==> src/rtl/form_equiv_sequencer.sv <==
`timescale 1ns/1ps
`default_nettype none
// ============================================================================
// Module      : form_equiv_sequencer
// Description : Exhaustive equivalence sweep over three evaluators of the same
//               4-input Boolean function (canonical, POS, SOP). Each of the 16
//               input vectors is driven on abcd and held for SETTLE_CYCLES
//               cycles. The three responses are then sampled for one cycle.
//               The block tallies mismatching vectors and records the first
//               failing index and the canonical truth table.
//
// Parameters  : SETTLE_CYCLES  hold cycles per vector before sampling (1..15)
//
// Ports       : clk               clock, all state on the rising edge
//               rst_n             asynchronous active-low reset
//               start             sweep request, accepted only in IDLE
//               abort             synchronous sweep cancel
//               abcd[3:0]         vector to the evaluators, {A,B,C,D}
//               out_a/out_b/out_c canonical / POS / SOP responses
//               busy              high in SETTLE and SAMPLE
//               done              one-cycle pulse while in DONE
//               pass              last completed sweep had no mismatches
//               mismatch_cnt[4:0] number of mismatching vectors (0..16)
//               first_fail_idx    index of the first mismatching vector
//               first_fail_valid  first_fail_idx is meaningful
//               truth_table[15:0] bit i = out_a sampled at vector i
//
// Build macro : FORM_EQUIV_HALT_ON_FAIL_EN - stop the sweep at the first
//               mismatching vector (idx held at the failing index).
//
// Revision    : 1.0 - initial release
// ============================================================================
module form_equiv_sequencer #(
  parameter int SETTLE_CYCLES = 1
) (
  input  logic        clk,
  input  logic        rst_n,
  input  logic        start,
  input  logic        abort,
  output logic [3:0]  abcd,
  input  logic        out_a,
  input  logic        out_b,
  input  logic        out_c,
  output logic        busy,
  output logic        done,
  output logic        pass,
  output logic [4:0]  mismatch_cnt,
  output logic [3:0]  first_fail_idx,
  output logic        first_fail_valid,
  output logic [15:0] truth_table
);

  typedef enum logic [1:0] {
    S_IDLE   = 2'd0,
    S_SETTLE = 2'd1,
    S_SAMPLE = 2'd2,
    S_DONE   = 2'd3
  } state_t;

  // The settle counter counts down to zero, so it is loaded with N-1 to
  // give exactly N cycles in SETTLE.
  localparam logic [3:0] c_settle_load = 4'(SETTLE_CYCLES - 1);

  state_t      r_state;
  logic [3:0]  r_idx;
  logic [3:0]  r_settle;
  logic        r_busy;
  logic        r_done;
  logic        r_pass;
  logic [4:0]  r_cnt;
  logic [3:0]  r_ffi;
  logic        r_ffv;
  logic [15:0] r_tt;

  logic        w_mis;
  logic [4:0]  w_cnt_inc;
  logic        w_pass_final;

  // A vector mismatches when the three evaluators do not all agree.
  assign w_mis        = (out_a != out_b) || (out_a != out_c);
  assign w_cnt_inc    = r_cnt + 5'd1;
  // Pass verdict must include the vector being sampled in this cycle.
  assign w_pass_final = (r_cnt == 5'd0) && !w_mis;

  always_ff @(posedge clk or negedge rst_n) begin
    if (!rst_n) begin
      r_state  <= S_IDLE;
      r_idx    <= 4'd0;
      r_settle <= 4'd0;
      r_busy   <= 1'b0;
      r_done   <= 1'b0;
      r_pass   <= 1'b0;
      r_cnt    <= 5'd0;
      r_ffi    <= 4'd0;
      r_ffv    <= 1'b0;
      r_tt     <= 16'd0;
    end else begin
      r_done <= 1'b0;
      case (r_state)
        S_IDLE: begin
          // abort has priority over a simultaneous start
          if (start && !abort) begin
            r_idx    <= 4'd0;
            r_cnt    <= 5'd0;
            r_ffv    <= 1'b0;
            r_pass   <= 1'b0;
            r_tt     <= 16'd0;
            r_settle <= c_settle_load;
            r_busy   <= 1'b1;
            r_state  <= S_SETTLE;
          end
        end

        S_SETTLE: begin
          if (abort) begin
            r_state <= S_IDLE;
            r_busy  <= 1'b0;
            r_pass  <= 1'b0;
            r_idx   <= 4'd0;
          end else if (r_settle == 4'd0) begin
            r_state <= S_SAMPLE;
          end else begin
            r_settle <= r_settle - 4'd1;
          end
        end

        S_SAMPLE: begin
          if (abort) begin
            // Cancelled sample is discarded; earlier results are kept.
            r_state <= S_IDLE;
            r_busy  <= 1'b0;
            r_pass  <= 1'b0;
            r_idx   <= 4'd0;
          end else begin
            r_tt[r_idx] <= out_a;
            if (w_mis) begin
              r_cnt <= w_cnt_inc;
              if (!r_ffv) begin
                r_ffi <= r_idx;
                r_ffv <= 1'b1;
              end
            end
`ifdef FORM_EQUIV_HALT_ON_FAIL_EN
            if (w_mis) begin
              // Halt on the first failure: idx stays on the failing vector.
              r_state <= S_DONE;
              r_busy  <= 1'b0;
              r_done  <= 1'b1;
              r_pass  <= 1'b0;
            end else
`endif
            if (r_idx == 4'd15) begin
              r_state <= S_DONE;
              r_busy  <= 1'b0;
              r_done  <= 1'b1;
              r_pass  <= w_pass_final;
            end else begin
              r_idx    <= r_idx + 4'd1;
              r_settle <= c_settle_load;
              r_state  <= S_SETTLE;
            end
          end
        end

        S_DONE: begin
          // Results and idx hold until the next accepted start.
          r_state <= S_IDLE;
        end

        default: begin
          r_state <= S_IDLE;
          r_busy  <= 1'b0;
        end
      endcase
    end
  end

  assign abcd             = r_idx;
  assign busy             = r_busy;
  assign done             = r_done;
  assign pass             = r_pass;
  assign mismatch_cnt     = r_cnt;
  assign first_fail_idx   = r_ffi;
  assign first_fail_valid = r_ffv;
  assign truth_table      = r_tt;

endmodule
`default_nettype wire

==> config.mk <==
export PLATFORM = sky130hd
export DESIGN_NAME = form_equiv_sequencer
export DESIGN_NICKNAME = d
export VERILOG_FILES = /design/src/rtl/form_equiv_sequencer.sv
export SDC_FILE = /design/constraint.sdc
export NUM_CORES = 1
export LEC_CHECK = 0
export CORE_UTILIZATION = 40
export CTS_CLUSTER_DIAMETER = 80
export CTS_CLUSTER_SIZE = 14
export DETAILED_ROUTE_END_ITERATION = 10
export SLEW_MARGIN = 25
export SYNTH_ARGS = -nofsm -noshare
export SYNTH_HDL_FRONTEND = slang
export SYNTH_SLANG_ARGS = --single-unit
==> constraint.sdc <==
create_clock -name clk -period 4.2 [get_ports clk]
set_clock_uncertainty 0.1 [all_clocks]
set_input_delay 1.26 -clock clk [delete_from_list [all_inputs] [get_ports clk]]
set_output_delay 1.26 -clock clk [all_outputs]
set_load 0.03 [all_outputs]
Yosys cells after proc, flatten, opt, wreduce, memory -nomap -nowiden
Index checks and enable logic that the tools add are counted.
- bits in registers: 39
- input port bits: 7
- bitwise logic cells: 2
- magnitude comparators: 2
- add/sub/neg operators: 3
- reduce and logical (&&, ||, !) cells: 18
- mux-type cells: 41
- equality and inequality tests: 16
- operator list (operator ; number):
    $mux 16 ; 2
    $mux 4 ; 8
    $pmux 16 s2 ; 1
    $pmux 4 s3 ; 2
    $bwmux 16 ; 1
    $reduce_and 4->1 ; 4
    $mux 5 ; 3
    $ne 2x2->1 const B ; 7
    $mux 1 ; 13
    $mux 2 ; 5
    $pmux 5 s2 ; 1
    $ne 3x3->1 const B ; 3
    $pmux 2 s4 ; 1
    $pmux 1 s3 ; 2
    $reduce_and 6->1 ; 1
    $add 5x1->5 const B ; 1
    $logic_not 5->1 ; 1
    $lt 4x5->1 const B ; 1
    $add 4x1->4 const B ; 1
    $demux 1 s4 ; 1
    $eq 2x2->1 const B ; 2
    $eq 4x4->1 const B ; 1
    $ge 4x1->1 const B ; 1
    $logic_not 4->1 ; 1
    other kinds (13) ; 18

Longest topological paths before layout
Gate-level depths: netlist of the first run.
- word-level depth: 7
- gate-level depth with buffers: 9
- depth with buffers taken out: 6

Least setup slack after synthesis of the first run
OpenSTA, ideal clock, no wires.
- path type: input -> register
- start: input port abort
- end: register r_idx[0], in the netlist abcd[0]
- stages: 5
- path buffers: 1
- arrival time: 2248 ps
- setup time: 125 ps
- path slack: 1727 ps
- data required time: 3975 ps
- cell sequence: buf_6 and2b_2 a211oi_4 o21ai_0 mux2_2
- word-level cells in the longest chain between the ends: 4
- RTL lines (what ; RTL line ; RTL):
    start, declared ; 39 ; input logic abort,
    $logic_not 1->1 ; 102 ; if (start && !abort) begin
    $logic_and 1x1->1 ; 102 ;
    $ne 2x2->1 (no line) ; -- ;
    $reduce_and 4->1 (no line) ; -- ;
    end signal, assigned ; 158 ; r_idx <= r_idx + 4'd1;
    end, declared ; 65 ; logic [3:0] r_idx;
Parallel ways exist; a longest one is shown, timed or not.
A chain may end at the register's enable or synchronous reset.

Worst setup path after layout of the first run
- start: register r_idx[2], in the netlist abcd[2]
- end: output port abcd[2]
- RTL lines (what ; RTL line ; RTL):
    end, declared ; 40 ; output logic [3:0] abcd,
No word-level cell between the ends.

==> results.cfg, run 1 <==
[synth]
yosys_register_bits = 39
postSynthCellCount = 220
yosysTopAreaCellShare_pct = 44.2
synth_cell_type_count = 50
synth.most_common_cell = dfrtp_1
synth.largest_area_cell = dfrtp_1
synth_edf_count = 0
mappedNetlistArea_sq_um = 2210
avgSynthCellArea_sq_um = 10.0
synth_flop_cell = dfrtp_1
async_flop_share_pct = 100
yosysWarnings = 0
synthTopCellsByCount = 39 x dfrtp_1, 31 x o21ai_0, 19 x a21oi_1
ys_seq_area_share_pct = 44.2
synth_nets = 241
synth_area_leaders = dfrtp_1 44%, ha_1 7.9%, o21ai_0 7.0%

[floorplan]
dieHeight_um = 76.3
num_rows = 26
io_pins = 40
die_w_um = 76.3
core_area_sq_um = 5200
die_area_sq_um = 5820
initial_core_util_pct = 42.4

[sta]
drv_slew = 0
rsz0062_at_grt = false
tightestPinTransition_ns = 0.840
fin_setup_tns_ns = 0
relSlewSlack_pct = 44.0
setup_violations = 0
final_hold_viol_count = 0
timing.final.crit_period_ns = 3.06
max_freq_mhz = 326
fin_crit_sh_pct = 72.9

[critical_path]
worst_ep_required_time_ns = 2.84
r2r_slack_ns = 1.84
max_stage_delay_ns = 0.77
crit_family = buffers and inverters
critical_path_class = register to primary output
path_cells = clkdlybuf4s50_1
crit_path_end_kind = primary output
path_buf_inv = 1
start_kind = register
slowest_stage = clkdlybuf4s50_1
cp.arrival_ns = 1.70
worstPathMaxFanout = 15

[route]
ant_nets = 0
vias_per_cell = 5.42
num_vias = 1782
wl_met3_um = 251
dr.first_iter.drc_count = 145
wl_um = 4770
wl_met1_um = 2380
wl_met2_um = 2090
drt-pass1-iter-count = 4
routedWlPerCell_um = 14.5
drc_errors = 0
routed.top_layer = met4

[cells_and_area]
area_growth_pct = 22.5
antenna_cells = 0
final_layout_size_suffix_gt1_share_pct = 10.8
fin_area_sq_um = 2700
nets = 279
nFillCells = 507
final_core_util_pct = 51.9
final_cells = 329

[grt]
grtUsageTotal_pct = 17.5
antenna_found_initial = 0
first_global_vias = 1668
grt_first_pass_wirelength_um = 8160
grt-ovfl-total = 0
grt_max_degree = 40

[cts]
htreeDepth = 2
cts.hold.buffers_added = 0
clock_sinks = 39
post_cts_buffers = 0
cts_root_buffer = clkbuf_8
numCtsBuffers = 5
ctsResizeCount = 0
cts_tree = done
cts.path.max_buffers = 2
clk_latency_ns = 0.29
clkSlewWorstSetupHoldPaths_ns = 0.08

[placed_design]
dp.cells = 321
io_buffers = 39
hpwlAfterDp_um = 3400
placed_area_sq_um = 2620
gp_congestion = 0.741

[flow_run]
cap_viol_max_count = 0

[power]
power.leakage_nw = 1.18
ir_drop_mv = 0.302
p_per_area_nw_per_um2 = 452

[status]
status = finished, final reports clean

[worst_hold_path]
min_path_type = register to register
## state kept, by name, indices dropped and copies added, names as in the netlist
register          count
done                  1
r_state               2
first_fail_idx        4
pass                  1
busy                  1
truth_table          16
abcd                  4
first_fail_valid      1
mismatch_cnt          5
r_settle              4
## routing by layer
layer,track usage (%),vias up
met5,0,-
met4,5.19,0
met3,3.95,4
met2,25.4,54
met1,25.9,856
li1,-,868
## area by class of cell
type / count / area [sq um] / share of cell area [%]
clock buffers: 6 / 72.6 / 2.69
multi-input cells: 158 / 1110 / 41.2
well taps: 70 / 87.6 / 3.24
clock inverters: 2 / 12.5 / 0.463
flip-flops and latches: 39 / 976 / 36.1
inverters: 15 / 56.3 / 2.08
repair buffers: 39 / 385 / 14.3
## metrics by stage
| step | power, mW | hold slack (ns) | worst slack (ns) |
|---|---|---|---|
| 3_5_place_dp | 0.974 | 0.398 | 1.02 |
| 2_1_floorplan | 0.854 | 0.390 | 1.73 |
| 4_1_cts | 1.23 | 0.417 | 1.13 |
| 5_1_grt | 1.32 | 0.422 | 1.08 |
| 3_3_place_gp | 0.974 | 0.392 | 1.06 |
| 6_report | 1.22 | 0.412 | 1.14 |
## path summary, 6_finish.rpt
path                                       startpoint                             to  cells past startpoint
hold reg to reg            truth_table[0]$_DFFE_PN0P_     truth_table[0]$_DFFE_PN0P_                      2
min in group asynchronous                       rst_n  first_fail_idx[3]$_DFFE_PN0P_                      1
setup / recovery                  abcd[2]$_DFFE_PN0P_                        abcd[2]                      1
hold / removal             truth_table[0]$_DFFE_PN0P_     truth_table[0]$_DFFE_PN0P_                      2
max in group asynchronous                       rst_n        r_settle[0]$_DFFE_PN0P_                      1
setup reg to reg               r_state[0]$_DFFE_PN0P_            abcd[0]$_DFFE_PN0P_                      6
## cell usage in the layout (no fill, tap or decap), types with 2 or more instances in the layout
master and instances:
nor2_1 6, dfrtp_1 39, a31oi_1 2, clkbuf_8 5, nand2_1 10, a21oi_1 19, mux2i_1 2, mux2_2 6
a22o_1 4, and2_1 2, o211ai_1 4, ha_1 14, o31ai_1 2, nand2b_1 4, a21o_1 2, o21ai_0 31
o22ai_1 3, xnor2_1 2, nor3b_1 3, nand2b_4 2, clkdlybuf4s50_1 38, inv_1 14, nand3_1 12, nor2b_1 4
## kinds of logic after synthesis
logic type               count (synthesis)  share of synthesized area (%)
AO/OA/AOI/OAI                           77                           22.1
AND/OR/NAND/NOR                         56                           15.3
flip-flops                              39                           44.2
buffers and inverters                   23                           5.33
adder cells (fa/ha/maj)                 14                           7.94
multiplexers                             8                           3.97
XOR/XNOR                                 3                           1.19
## where the power goes
part / switching [mW] / internal [mW]
combinational: 0.291 / 0.213
clock: 0.133 / 0.116
sequential: 0.0449 / 0.422
total: 0.469 / 0.751
(Power assumes the default switching activity.)
==> inputs of run 2 (changes only) <==
PLACE_DENSITY = 0.66   (was unset)
clock period = 2.73 ns   (was 4.2 ns; I/O delays follow)
==> run 2 against run 1 <==
- core utilization rose by 1.6 points
- wire length grew 3.5%
- die area stayed put
- sequential cell count is the same
- count of clock-buffer cells in the layout unchanged
- first-iteration DRC count fell by 17%
- global-route usage grew 0.58 points
- register-to-register slack got worse by 1.3 ns
- critical path depth stayed put
- critical endpoint is now abcd[1]
==> results.cfg, run 2 (same netlist as run 1, synthesis figures left out) <==
[flow_run]
cap_viol_max_count = 0

[critical_path]
r2r-end = r_settle[2]$_DFFE_PN0P_
crit_family = buffers and inverters
crit_path_end_kind = primary output
slowest_stage = clkdlybuf4s50_1
worst_ep_required_time_ns = 1.81
r2r_slack_ns = 0.56
rr_startpoint = r_state[1]$_DFFE_PN0P_
worstPathMaxFanout = 8
cp.arrival_ns = 1.52
start_kind = register
critical_path_class = register to primary output
path_buf_inv = 1
path_cells = clkdlybuf4s50_1
rr_worst_depth = 7
max_stage_delay_ns = 0.72

[power]
p_per_area_nw_per_um2 = 704
ir_drop_mv = 0.515
power.leakage_nw = 1.23

[floorplan]
core_area_sq_um = 5200
die_w_um = 76.3
io_pins = 40
die_area_sq_um = 5820
initial_core_util_pct = 42.4
dieHeight_um = 76.3
num_rows = 26

[grt]
grt-ovfl-total = 0
grt_max_degree = 19
antenna_found_initial = 0
grtUsageTotal_pct = 18.1
first_global_vias = 1708
grt_first_pass_wirelength_um = 8450

[cts]
numCtsBuffers = 5
post_cts_buffers = 0
cts_tree = done
htreeDepth = 2
clkSlewWorstSetupHoldPaths_ns = 0.08
clock_sinks = 39
clk_latency_ns = 0.29
cts.hold.buffers_added = 0
ctsResizeCount = 0
cts.path.max_buffers = 2
cts_root_buffer = clkbuf_8

[sta]
relSlewSlack_pct = 59.3
timing.final.crit_period_ns = 2.43
final_hold_viol_count = 0
fin_setup_tns_ns = 0
hold_ws_ns = 0.220
drv_slew = 0
setup_violations = 0
tightestPinTransition_ns = 0.606
fin_crit_sh_pct = 89.2
setup_ws_ns = 0.296
rsz0062_at_grt = false
max_freq_mhz = 411

[route]
drt-pass1-iter-count = 4
wl_um = 4930
routedWlPerCell_um = 14.6
drc_errors = 0
dr.first_iter.drc_count = 120
ant_nets = 0
num_vias = 1806
vias_per_cell = 5.34

[placed_design]
dp.cells = 330
gp_congestion = 0.821
io_buffers = 39
dp_slack_ns = 0.115
hpwlAfterDp_um = 3550
placed_area_sq_um = 2690

[cells_and_area]
final_cells = 338
antenna_cells = 0
area_growth_pct = 26.2
nets = 288
largest_reg_flops = 16
final_common_cell = dfrtp_1
final_layout_size_suffix_gt1_share_pct = 14.2
final_cell_mix = 39 x dfrtp_1, 38 x clkdlybuf4s50_1, 31 x o21ai_0, 19 x a21oi_1
fin_area_sq_um = 2780

[status]
status = finished, final reports clean

[worst_hold_path]
min_path_type = input port to asynchronous set/reset pin
==> run 2: cell types whose count changed in the layout (fill, tap and decap cells not counted) <==
| cell | before | now |
|---|---|---|
| buf_4 | 0 | 9 |
| clkinv_2 | 1 | 0 |
| clkbuf_1 | 1 | 0 |
| clkbuf_8 | 5 | 6 |
| clkinv_4 | 0 | 1 |
==> run 2: metal layers <==
layer  track usage (%)  wire [um]  up-vias
met5                 0          0        -
met3              4.07        157        2
met1              26.4       2520      884
met4              6.15         23        0
li1                  -          -      884
met2              26.1       2240       36
==> run 2: power breakdown <==
part / total (mW) / leakage, nW / switching (mW) / internal [mW]
sequential: 0.715 / 0.535 / 0.0666 / 0.649
combinational: 0.827 / 0.644 / 0.465 / 0.362
clock: 0.419 / 0.0474 / 0.212 / 0.206
==> run 2: final cells by class <==
cell class | count | area [sq um]
multi-input cells | 158 | 1110
clock inverters | 2 | 16.3
fillers | 499 | 2420
inverters | 15 | 56.3
flip-flops and latches | 39 | 976
repair buffers | 48 | 453
well taps | 70 | 87.6
clock buffers | 6 | 82.6
==> run 2: worst max path at each step <==
stage                              from                            end  depth (start not counted)
floorplan                         abort            abcd[0]$_DFFE_PN0P_                          5
global placement                  out_a  first_fail_idx[3]$_DFFE_PN0P_                          5
detailed placement                abort            abcd[0]$_DFFE_PN0P_                          5
CTS                 abcd[1]$_DFFE_PN0P_                        abcd[1]                          1
global route        abcd[0]$_DFFE_PN0P_                        abcd[0]                          1
finish              abcd[1]$_DFFE_PN0P_                        abcd[1]                          1
==> run 2: stage by stage <==
stage | total power [mW] | utilization, %
finish | 1.96 | 53.5
detailed placement | 1.54 | 51.6
global route | 2.10 | 53.5
floorplan | 1.31 | -
CTS | 1.97 | 53.5
global placement | 1.53 | 51.6
==> inputs of run 3 (changes only) <==
CELL_PAD_IN_SITES_DETAIL_PLACEMENT = 0   (was unset)
CELL_PAD_IN_SITES_GLOBAL_PLACEMENT = 1   (was unset)
CORE_UTILIZATION = 36   (was 40)
PLACE_DENSITY = unset   (was 0.66)
PLACE_DENSITY_LB_ADDON = 0.1   (was unset)
==> run 3 against run 2 <==
- combinational power increased by 1%
- wire length up 4.0%
- first-iteration DRC count fell by 16%
- sequential share of layout area is 0.37 points lower
- register-to-register slack gained 0.02 ns
- highest routed layer unchanged
==> results.cfg, run 3 (same netlist as run 1, synthesis figures left out) <==
[sta]
setup_violations = 0
max_freq_mhz = 420
rsz0062_at_grt = false
relSlewSlack_pct = 63.9
drv_slew = 0
setup_ws_ns = 0.351
fin_setup_tns_ns = 0
tightestPinTransition_ns = 0.537
fin_crit_sh_pct = 87.1
final_hold_viol_count = 0
timing.final.crit_period_ns = 2.38

[route]
drc_errors = 0
vias_per_cell = 5.14
ant_nets = 0
num_vias = 1778
drt-pass1-iter-count = 4
wl_um = 5130
routedWlPerCell_um = 14.8
dr.first_iter.drc_count = 101

[critical_path]
worstPathMaxFanout = 6
worst_ep_required_time_ns = 1.81
max_stage_delay_ns = 0.72
start_kind = register
crit_family = buffers and inverters
r2r_slack_ns = 0.58
path_buf_inv = 1
cp.arrival_ns = 1.46
slowest_stage = clkdlybuf4s50_1
crit_path_end_kind = primary output
path_cells = clkdlybuf4s50_1
critical_path_class = register to primary output

[floorplan]
io_pins = 40
initial_core_util_pct = 37.3
die_w_um = 80.3
num_rows = 28
core_area_sq_um = 5920
die_area_sq_um = 6440
dieHeight_um = 80.3

[placed_design]
dp_slack_ns = 0.180
hpwlAfterDp_um = 3690
io_buffers = 39
gp_congestion = 0.714

[grt]
grt-ovfl-total = 0
grt_max_degree = 22
first_global_vias = 1832
grt_first_pass_wirelength_um = 9140
antenna_found_initial = 0
grtUsageTotal_pct = 18.8

[cts]
ctsResizeCount = 0
cts.path.max_buffers = 2
cts_tree = done
clkSlewWorstSetupHoldPaths_ns = 0.08
clock_sinks = 39
clk_latency_ns = 0.29
cts.hold.buffers_added = 0
cts_root_buffer = clkbuf_8
post_cts_buffers = 0
htreeDepth = 2
numCtsBuffers = 5

[cells_and_area]
nFillCells = 576
nets = 291
antenna_cells = 0
final_cell_mix = 39 x dfrtp_1, 38 x clkdlybuf4s50_1, 31 x o21ai_0, 19 x a21oi_1
largest_reg_flops = 16
final_layout_size_suffix_gt1_share_pct = 14.8
final_common_cell = dfrtp_1
area_growth_pct = 27.6

[power]
p_per_area_nw_per_um2 = 703
power.leakage_nw = 1.25
ir_drop_mv = 0.320

[worst_hold_path]
min_path_type = input port to asynchronous set/reset pin

[flow_run]
cap_viol_max_count = 0

[status]
status = finished, final reports clean
## run 3: final timing paths
path	to	start	depth (start not counted)
worst max-delay path	mismatch_cnt[2]	mismatch_cnt[2]$_DFFE_PN0P_	1
worst min-delay path	truth_table[2]$_DFFE_PN0P_	rst_n	1
worst max register to register	r_settle[2]$_DFFE_PN0P_	r_state[1]$_DFFE_PN0P_	7
worst min register to register	truth_table[0]$_DFFE_PN0P_	truth_table[0]$_DFFE_PN0P_	2
max in group asynchronous	abcd[1]$_DFFE_PN0P_	rst_n	2
min in group clk	truth_table[0]$_DFFE_PN0P_	truth_table[0]$_DFFE_PN0P_	2
## run 3: layer usage
metal | global-route usage (%) | vias to the layer above | share of wire, %
li1 | - | 892 | -
met1 | 26.3 | 837 | 49
met2 | 27.9 | 42 | 45
met3 | 4.43 | 7 | 3.9
met4 | 6.96 | 0 | 1.4
met5 | 0 | - | 0
## run 3: per-stage QoR
step	hold WS [ns]	total power, mW	area (sq um)	instances	utilization [%]
after floorplan	0.390	1.31	2210	220	-
after global placement	0.394	1.56	2710	338	45.8
after detailed placement	0.394	1.56	2710	338	45.8
after CTS	0.365	2.00	2810	346	47.5
after global routing	0.385	2.14	2810	346	47.5
final	0.366	1.98	2810	346	47.5
## run 3: layout make-up
class                      count  area, sq um  area share (%)
timing repair buffer          51          475            16.9
clock buffer                   8          100            3.56
tap                           75         93.8            3.33
inverter                      15         56.3            2.00
sequential                    39          976            34.7
multi-input combinational    158         1110            39.5
## run 3: power breakdown
part	internal, mW	leakage, nW	switching (mW)	total [mW]
sequential	0.649	0.535	0.0645	0.714
combinational	0.373	0.659	0.462	0.835
clock	0.231	0.0515	0.198	0.429
